<file path="config.mk">
export PLATFORM = sky130hd
export DESIGN_NAME = ia_sparse_encoder
export DESIGN_NICKNAME = d
export VERILOG_FILES = /design/src/rtl/pe_pkg.sv /design/src/rtl/ia_pair_fifo.sv /design/src/rtl/ia_sparse_encoder.sv
export SDC_FILE = /design/constraint.sdc
export NUM_CORES = 1
export LEC_CHECK = 0
export ABC_AREA = 0
export BUFFER_PORTS_ARGS = -buffer_cell sky130_fd_sc_hd__clkbuf_2
export CORE_UTILIZATION = 40
export DETAILED_ROUTE_END_ITERATION = 7
export GPL_ROUTABILITY_DRIVEN = 1
export HOLD_SLACK_MARGIN = 0.15
export PLACE_DENSITY = 0.57
export REMOVE_ABC_BUFFERS = 1
export SYNTH_ARGS = -nofsm -noshare
export SYNTH_HDL_FRONTEND = slang
export SYNTH_SLANG_ARGS = --single-unit
</file>
<file path="constraint.sdc">
create_clock -name i_clk -period 5.7 [get_ports i_clk]
set_input_delay 0.285 -clock i_clk [delete_from_list [all_inputs] [get_ports i_clk]]
set_output_delay 0.285 -clock i_clk [all_outputs]
set_load 0.1 [all_outputs]
</file>
<file path="src/rtl/pe_pkg.sv">
// Shared types for the sparse PE datapath.
//   ia_data_t   : signed 16-bit activation value
//   c_idx_t     : 5-bit channel index of an activation
//   ia_pair_t   : one compressed IA entry {data, c_idx, last}
//   enc_state_e : state encoding of the IA sparse encoder FSM
//   IA_CHANNEL, IA_ROW : PE array geometry constants
package pe_pkg;

  localparam int IA_CHANNEL = 8;
  localparam int IA_ROW     = 16;

  typedef logic signed [15:0] ia_data_t;
  typedef logic [4:0]         c_idx_t;

  typedef struct packed {
    ia_data_t data;
    c_idx_t   c_idx;
    logic     last;
  } ia_pair_t;

  typedef enum logic [1:0] {
    S_IDLE,
    S_SCAN,
    S_FLUSH,
    S_DRAIN
  } enc_state_e;

endpackage

</file>
<file path="src/rtl/ia_pair_fifo.sv">
// First-word-fall-through FIFO of ia_pair_t entries.
// Ports:
//   i_clk, i_rst       : clock, asynchronous active-high reset
//   i_push, i_wdata    : write request and entry
//   o_full             : no free slot (a push is still taken if a pop happens the same cycle)
//   i_pop              : consume head entry (ignored while empty)
//   o_rdata            : head entry, forced to zero while empty
//   o_empty            : no entry stored
// DEPTH must be a power of two >= 2.
module ia_pair_fifo
  import pe_pkg::*;
#(
  parameter int DEPTH = 8
) (
  input  logic     i_clk,
  input  logic     i_rst,
  input  logic     i_push,
  input  ia_pair_t i_wdata,
  output logic     o_full,
  input  logic     i_pop,
  output ia_pair_t o_rdata,
  output logic     o_empty
);

  localparam int AW = $clog2(DEPTH);

  ia_pair_t       r_mem [DEPTH];
  // Extra MSB on each pointer tells full (MSBs differ) from empty (MSBs equal).
  logic [AW:0]    r_wr_ptr;
  logic [AW:0]    r_rd_ptr;
  logic           w_do_push;
  logic           w_do_pop;

  assign o_empty   = (r_wr_ptr == r_rd_ptr);
  assign o_full    = (r_wr_ptr[AW] != r_rd_ptr[AW]) &&
                     (r_wr_ptr[AW-1:0] == r_rd_ptr[AW-1:0]);
  assign w_do_pop  = i_pop && !o_empty;
  assign w_do_push = i_push && (!o_full || w_do_pop);

  always_ff @(posedge i_clk or posedge i_rst) begin
    if (i_rst) begin
      r_wr_ptr <= '0;
      r_rd_ptr <= '0;
    end else begin
      if (w_do_push) r_wr_ptr <= r_wr_ptr + 1'b1;
      if (w_do_pop)  r_rd_ptr <= r_rd_ptr + 1'b1;
    end
  end

  // Storage needs no reset: the read port is masked while empty.
  always_ff @(posedge i_clk) begin
    if (w_do_push) r_mem[r_wr_ptr[AW-1:0]] <= i_wdata;
  end

  assign o_rdata = o_empty ? '0 : r_mem[r_rd_ptr[AW-1:0]];

endmodule

</file>
<file path="src/rtl/ia_sparse_encoder.sv">
// Dense-to-sparse IA encoder: accepts N_ELEM signed activations per frame,
// drops zeros and emits (data, c_idx, last) pairs in channel order through an
// FWFT output FIFO; reports the non-zero count when the frame has drained.
// Optional build macro: IA_PRUNE_EN -- treat |data| <= ZERO_THRESH as zero
// (magnitude of the most negative value saturates to the most positive).
// Ports:
//   i_clk, i_rst                       : clock, async active-high reset
//   i_start                            : frame start, honoured only in IDLE
//   i_in_valid/o_in_ready/i_in_data    : dense element input
//   o_out_valid/i_out_ready            : pair output handshake
//   o_out_data/o_out_c_idx/o_out_last  : pair payload
//   o_busy                             : FSM not IDLE
//   o_done                             : one-cycle pulse once the frame has drained
//   o_nnz_len/o_all_zero               : frame summary, valid from o_done to next start
//   o_state                            : current FSM state (observation only)
// Handshakes: a transfer happens on a rising edge where valid and ready are
// both high; a valid source holds its payload until that edge.
module ia_sparse_encoder
  import pe_pkg::*;
#(
  parameter int N_ELEM      = 32,
  parameter int DATA_W      = 16,
  parameter int FIFO_DEPTH  = 8,
  parameter int ZERO_THRESH = 0
) (
  input  logic                           i_clk,
  input  logic                           i_rst,
  input  logic                           i_start,
  input  logic                           i_in_valid,
  output logic                           o_in_ready,
  input  logic signed [DATA_W-1:0]       i_in_data,
  output logic                           o_out_valid,
  input  logic                           i_out_ready,
  output logic signed [DATA_W-1:0]       o_out_data,
  output logic [$clog2(N_ELEM)-1:0]      o_out_c_idx,
  output logic                           o_out_last,
  output logic                           o_busy,
  output logic                           o_done,
  output logic [$clog2(N_ELEM+1)-1:0]    o_nnz_len,
  output logic                           o_all_zero,
  output enc_state_e                     o_state
);

  localparam int IDX_W = $clog2(N_ELEM);
  localparam int CNT_W = $clog2(N_ELEM + 1);
  localparam logic [IDX_W-1:0] LAST_IDX = IDX_W'(N_ELEM - 1);
`ifdef IA_PRUNE_EN
  localparam int THRESH = ZERO_THRESH;
`else
  localparam int THRESH = 0;
`endif

  enc_state_e                 r_state;
  enc_state_e                 w_next_state;
  logic [IDX_W-1:0]           r_elem_cnt;
  logic [CNT_W-1:0]           r_nnz_cnt;
  logic signed [DATA_W-1:0]   r_pend_data;
  logic [IDX_W-1:0]           r_pend_idx;
  logic                       r_pend_vld;
  logic [CNT_W-1:0]           r_nnz_len;
  logic                       r_all_zero;
  logic                       r_done;

  logic [DATA_W-1:0]          w_mag;
  logic                       w_is_nz;
  logic                       w_accept;
  logic                       w_push;
  logic                       w_push_last;
  logic                       w_full;
  logic                       w_empty;
  ia_pair_t                   w_push_pair;
  ia_pair_t                   w_pop_pair;

  // Saturating magnitude; with THRESH == 0 this reduces to a plain data != 0 test.
  always_comb begin
    w_mag = i_in_data;
    if (i_in_data == {1'b1, {(DATA_W-1){1'b0}}}) w_mag = {1'b0, {(DATA_W-1){1'b1}}};
    else if (i_in_data < 0)                      w_mag = -i_in_data;
  end
  assign w_is_nz  = (32'(w_mag) > 32'(THRESH));

  assign w_accept = (r_state == S_SCAN) && i_in_valid && !w_full;

  always_comb begin
    w_next_state = r_state;
    w_push       = 1'b0;
    w_push_last  = 1'b0;
    unique case (r_state)
      S_IDLE: if (i_start) w_next_state = S_SCAN;
      S_SCAN: begin
        // The held pair is only known not to be last once a later non-zero arrives.
        if (w_accept && w_is_nz && r_pend_vld) w_push = 1'b1;
        if (w_accept && (r_elem_cnt == LAST_IDX)) w_next_state = S_FLUSH;
      end
      S_FLUSH: begin
        if (!r_pend_vld) begin
          w_next_state = S_DRAIN;
        end else if (!w_full) begin
          w_push       = 1'b1;
          w_push_last  = 1'b1;
          w_next_state = S_DRAIN;
        end
      end
      S_DRAIN: if (w_empty) w_next_state = S_IDLE;
      default: w_next_state = S_IDLE;
    endcase
  end

  always_ff @(posedge i_clk or posedge i_rst) begin
    if (i_rst) begin
      r_state     <= S_IDLE;
      r_elem_cnt  <= '0;
      r_nnz_cnt   <= '0;
      r_pend_data <= '0;
      r_pend_idx  <= '0;
      r_pend_vld  <= 1'b0;
      r_nnz_len   <= '0;
      r_all_zero  <= 1'b0;
      r_done      <= 1'b0;
    end else begin
      r_state <= w_next_state;
      r_done  <= 1'b0;
      if ((r_state == S_IDLE) && i_start) begin
        r_elem_cnt <= '0;
        r_nnz_cnt  <= '0;
        r_pend_vld <= 1'b0;
        r_nnz_len  <= '0;
        r_all_zero <= 1'b0;
      end
      if (w_accept) begin
        r_elem_cnt <= (r_elem_cnt == LAST_IDX) ? '0 : r_elem_cnt + 1'b1;
        if (w_is_nz) begin
          r_pend_data <= i_in_data;
          r_pend_idx  <= r_elem_cnt;
          r_pend_vld  <= 1'b1;
          r_nnz_cnt   <= r_nnz_cnt + 1'b1;
        end
      end
      if ((r_state == S_FLUSH) && r_pend_vld && !w_full) r_pend_vld <= 1'b0;
      if ((r_state == S_DRAIN) && w_empty) begin
        r_done     <= 1'b1;
        r_nnz_len  <= r_nnz_cnt;
        r_all_zero <= (r_nnz_cnt == '0);
      end
    end
  end

  assign w_push_pair = '{data: r_pend_data, c_idx: r_pend_idx, last: w_push_last};

  ia_pair_fifo #(
    .DEPTH (FIFO_DEPTH)
  ) u_fifo (
    .i_clk   (i_clk),
    .i_rst   (i_rst),
    .i_push  (w_push),
    .i_wdata (w_push_pair),
    .o_full  (w_full),
    .i_pop   (i_out_ready),
    .o_rdata (w_pop_pair),
    .o_empty (w_empty)
  );

  assign o_in_ready  = (r_state == S_SCAN) && !w_full;
  assign o_out_valid = !w_empty;
  assign o_out_data  = w_pop_pair.data;
  assign o_out_c_idx = w_pop_pair.c_idx;
  assign o_out_last  = w_pop_pair.last;
  assign o_busy      = (r_state != S_IDLE);
  assign o_done      = r_done;
  assign o_nnz_len   = r_nnz_len;
  assign o_all_zero  = r_all_zero;
  assign o_state     = r_state;

endmodule
</file>
==> qor.csv <==
metric;value;unit
end_kind;flip-flop;
cp_data_arrival_time;4.38;ns
ant_nets;0;
die_h;156;microns
period_minus_slack;4.26;ns
vias;5203;
grt_usage;17.3;%
viasPerCell;5.30;
synth_edf_count;176;
yosys_warnings;0;
rrSetupSlack;1.96;ns
detailed_place.area;0.0102;sq mm
fin_area;0.0112;sq mm
min_path_type;primary input to flip-flop;
ys_ff_latch;227;
maxSlewHeadroom;18.7;%
cts_buffer_depth;3;
cts_tree;yes;
yosysUniqueCellTypes;53;
rows;56;
antenna_found_initial;0;
crit_type;primary input to flip-flop;
synth_area_leaders;edfxtp_1, dfrtp_1, mux4_2;
rsz0062_at_grt;no;
first_global_vias;5519;
drc;0;
cp_slowest_cell;nor2_2;
ys_seq_area_share;68.9;%
cp_cell_sequence;dlygate4sd3_1 > clkbuf_2 > inv_1 > ha_1 > or3b_2 > o31a_1 > o211ai_1 > a2111oi_2 > a41oi_4 > o21ai_4 > nor2_2;
ios;56;
syn_avg_cell_area;17.0;sq um
clock_latency;0.53;ns
synthTopCellsByCount;edfxtp_1, dfrtp_1, mux4_2, nor2_1, mux2_2;
status;completed;
crit_fanout;22;
start_util;40.7;%
skew;0.0178;ns
finalSetupTns;0;ns
drv_slew;0;
grt_pass1_wl;31.7;mm
fin_nets;678;
synth_cells;561;
dp_hpwl;12.1;mm
cts_resized;0;
finalCritPeriodShare;74.7;%
worst_slew_pin_slew;1.22;ns
gp_congestion;0.852;
die_w;156;microns
grt.overflow.total;0;
drive_above_1_share;29.3;%
clk_pin_slew;0.06;ns
start_kind;primary input;
synth_most_common_cell;edfxtp_1;
ys.flop_type;edfxtp_1;
place.port_buffers;55;
antenna_cells;0;
cts.sinks;227;
ys_async_sr_fraction;22.5;%
critPathRequiredTime;5.83;ns
grt_max_degree;52;
clockRootBuffer;clkbuf_16;
coreArea;0.0234;sq mm
cts-buffers-inserted;24;
cpPeakStageDelay;0.99;ns
area_growth_syn_to_layout;17.2;%
hold_buffers;15;
first_pass_iters;4;
cts_max_level;1;
cp_top_family;compound AO/OA/AOI/OAI gates;
hold_viol;0;
die_area;0.0244;sq mm
path_buf_inv;3;
yosysTopAreaCell;edfxtp_1;
fmax;235;MHz
netlist_area;0.00952;sq mm
finalSetupViolCount;0;
drv_cap;0;
routed_wl;20.1;mm
cts_setup_buffers;0;
netlist.area_leader.share;55.5;%
drt_iter0_drc;367;
wl_per_cell;20.4;microns
==> layout by cell type (no fill, tap or decap), drive strengths merged, types with 4 or more instances in the layout <==
master,instances
edfxtp,176
clkbuf,84
dfrtp,51
mux4,44
nor2,39
mux2,28
mux2i,23
nand2,21
o21ai,21
buf,16
dlygate4sd3,15
inv,15
ha,12
clkinv,12
nand3,11
xnor2,8
nor3,8
a21oi,7
nor4,7
and3,6
nor2b,5
nand2b,4
and2,4
o211ai,4
==> final timing paths <==
path / startpoint / to / cells after the start
max: i_in_data[0] / u_fifo.r_mem[6][4] / 11
min: i_in_data[10] / r_pend_data[10] / 2
max reg2reg: u_fifo.r_wr_ptr[0] / u_fifo.r_mem[6][4] / 6
min reg2reg: u_fifo.r_rd_ptr[3] / u_fifo.r_rd_ptr[3] / 1
max in group asynchronous: i_rst / u_fifo.r_rd_ptr[1] / 4
min in group asynchronous: i_rst / r_pend_data[12] / 4
==> stage by stage <==
| step | setup slack, ns | cells | utilization [%] | hold slack [ns] |
|---|---|---|---|---|
| final | 1.44 | 982 | 47.7 | 0.197 |
| after global routing | 1.14 | 982 | 47.7 | 0.200 |
| after CTS | 1.40 | 982 | 47.7 | 0.173 |
| after detailed placement | 1.39 | 923 | 43.7 | 0.485 |
| after global placement | 1.50 | 923 | 43.7 | 0.487 |
| after floorplan | -0.728 | 533 | - | 0.437 |
==> registers in the layout, summed over array words and instances (netlist names) <==
signal,flops
r_nnz_cnt,6
r_pend_data,16
o_state,2
r_pend_idx,5
r_elem_cnt,5
o_nnz_len,6
u_fifo.r_rd_ptr,4
u_fifo.r_mem,176
o_all_zero,1
o_done,1
u_fifo.r_wr_ptr,4
r_pend_vld,1
==> cells by family after synthesis <==
logic type                 synth area share, %
AOI/OAI and AO/OA                         3.98
xor gates and xnor gates                  1.01
adders and majority gates                 1.58
buffers and inverters                     1.89
DFF                                       68.9
muxes                                     16.2
and+or+nand+nor                           6.45
==> worst reg2reg max path: cells and delay by family, from the launching register on <==
kind | cells | cell delay [ns]
AO/OA/AOI/OAI | 2 | 1.03
AND/OR/NAND/NOR | 3 | 1.56
flip-flops | 1 | 0.60
XOR/XNOR | 1 | 0.17
==> routing by layer <==
metal / track usage, % / wire length, microns / vias to the layer above
met5: 0 / 0 / -
met4: 5.37 / 406 / 0
met3: 2.66 / 996 / 29
met2: 28.4 / 9740 / 136
met1: 23.7 / 8920 / 2685
li1: - / - / 2353
==> area by class of cell <==
cell class	count	area, sq um
fillers	2040	12200
flip-flops and latches	227	6560
multi-input cells	291	2820
clock buffers	29	619
repair buffers	86	546
well taps	319	399
clock inverters	15	156
inverters	15	56.3
Power is left out: the tool's default activity adds up to more than one toggle a clock period on the data nets, which glitch-free logic cannot reach.
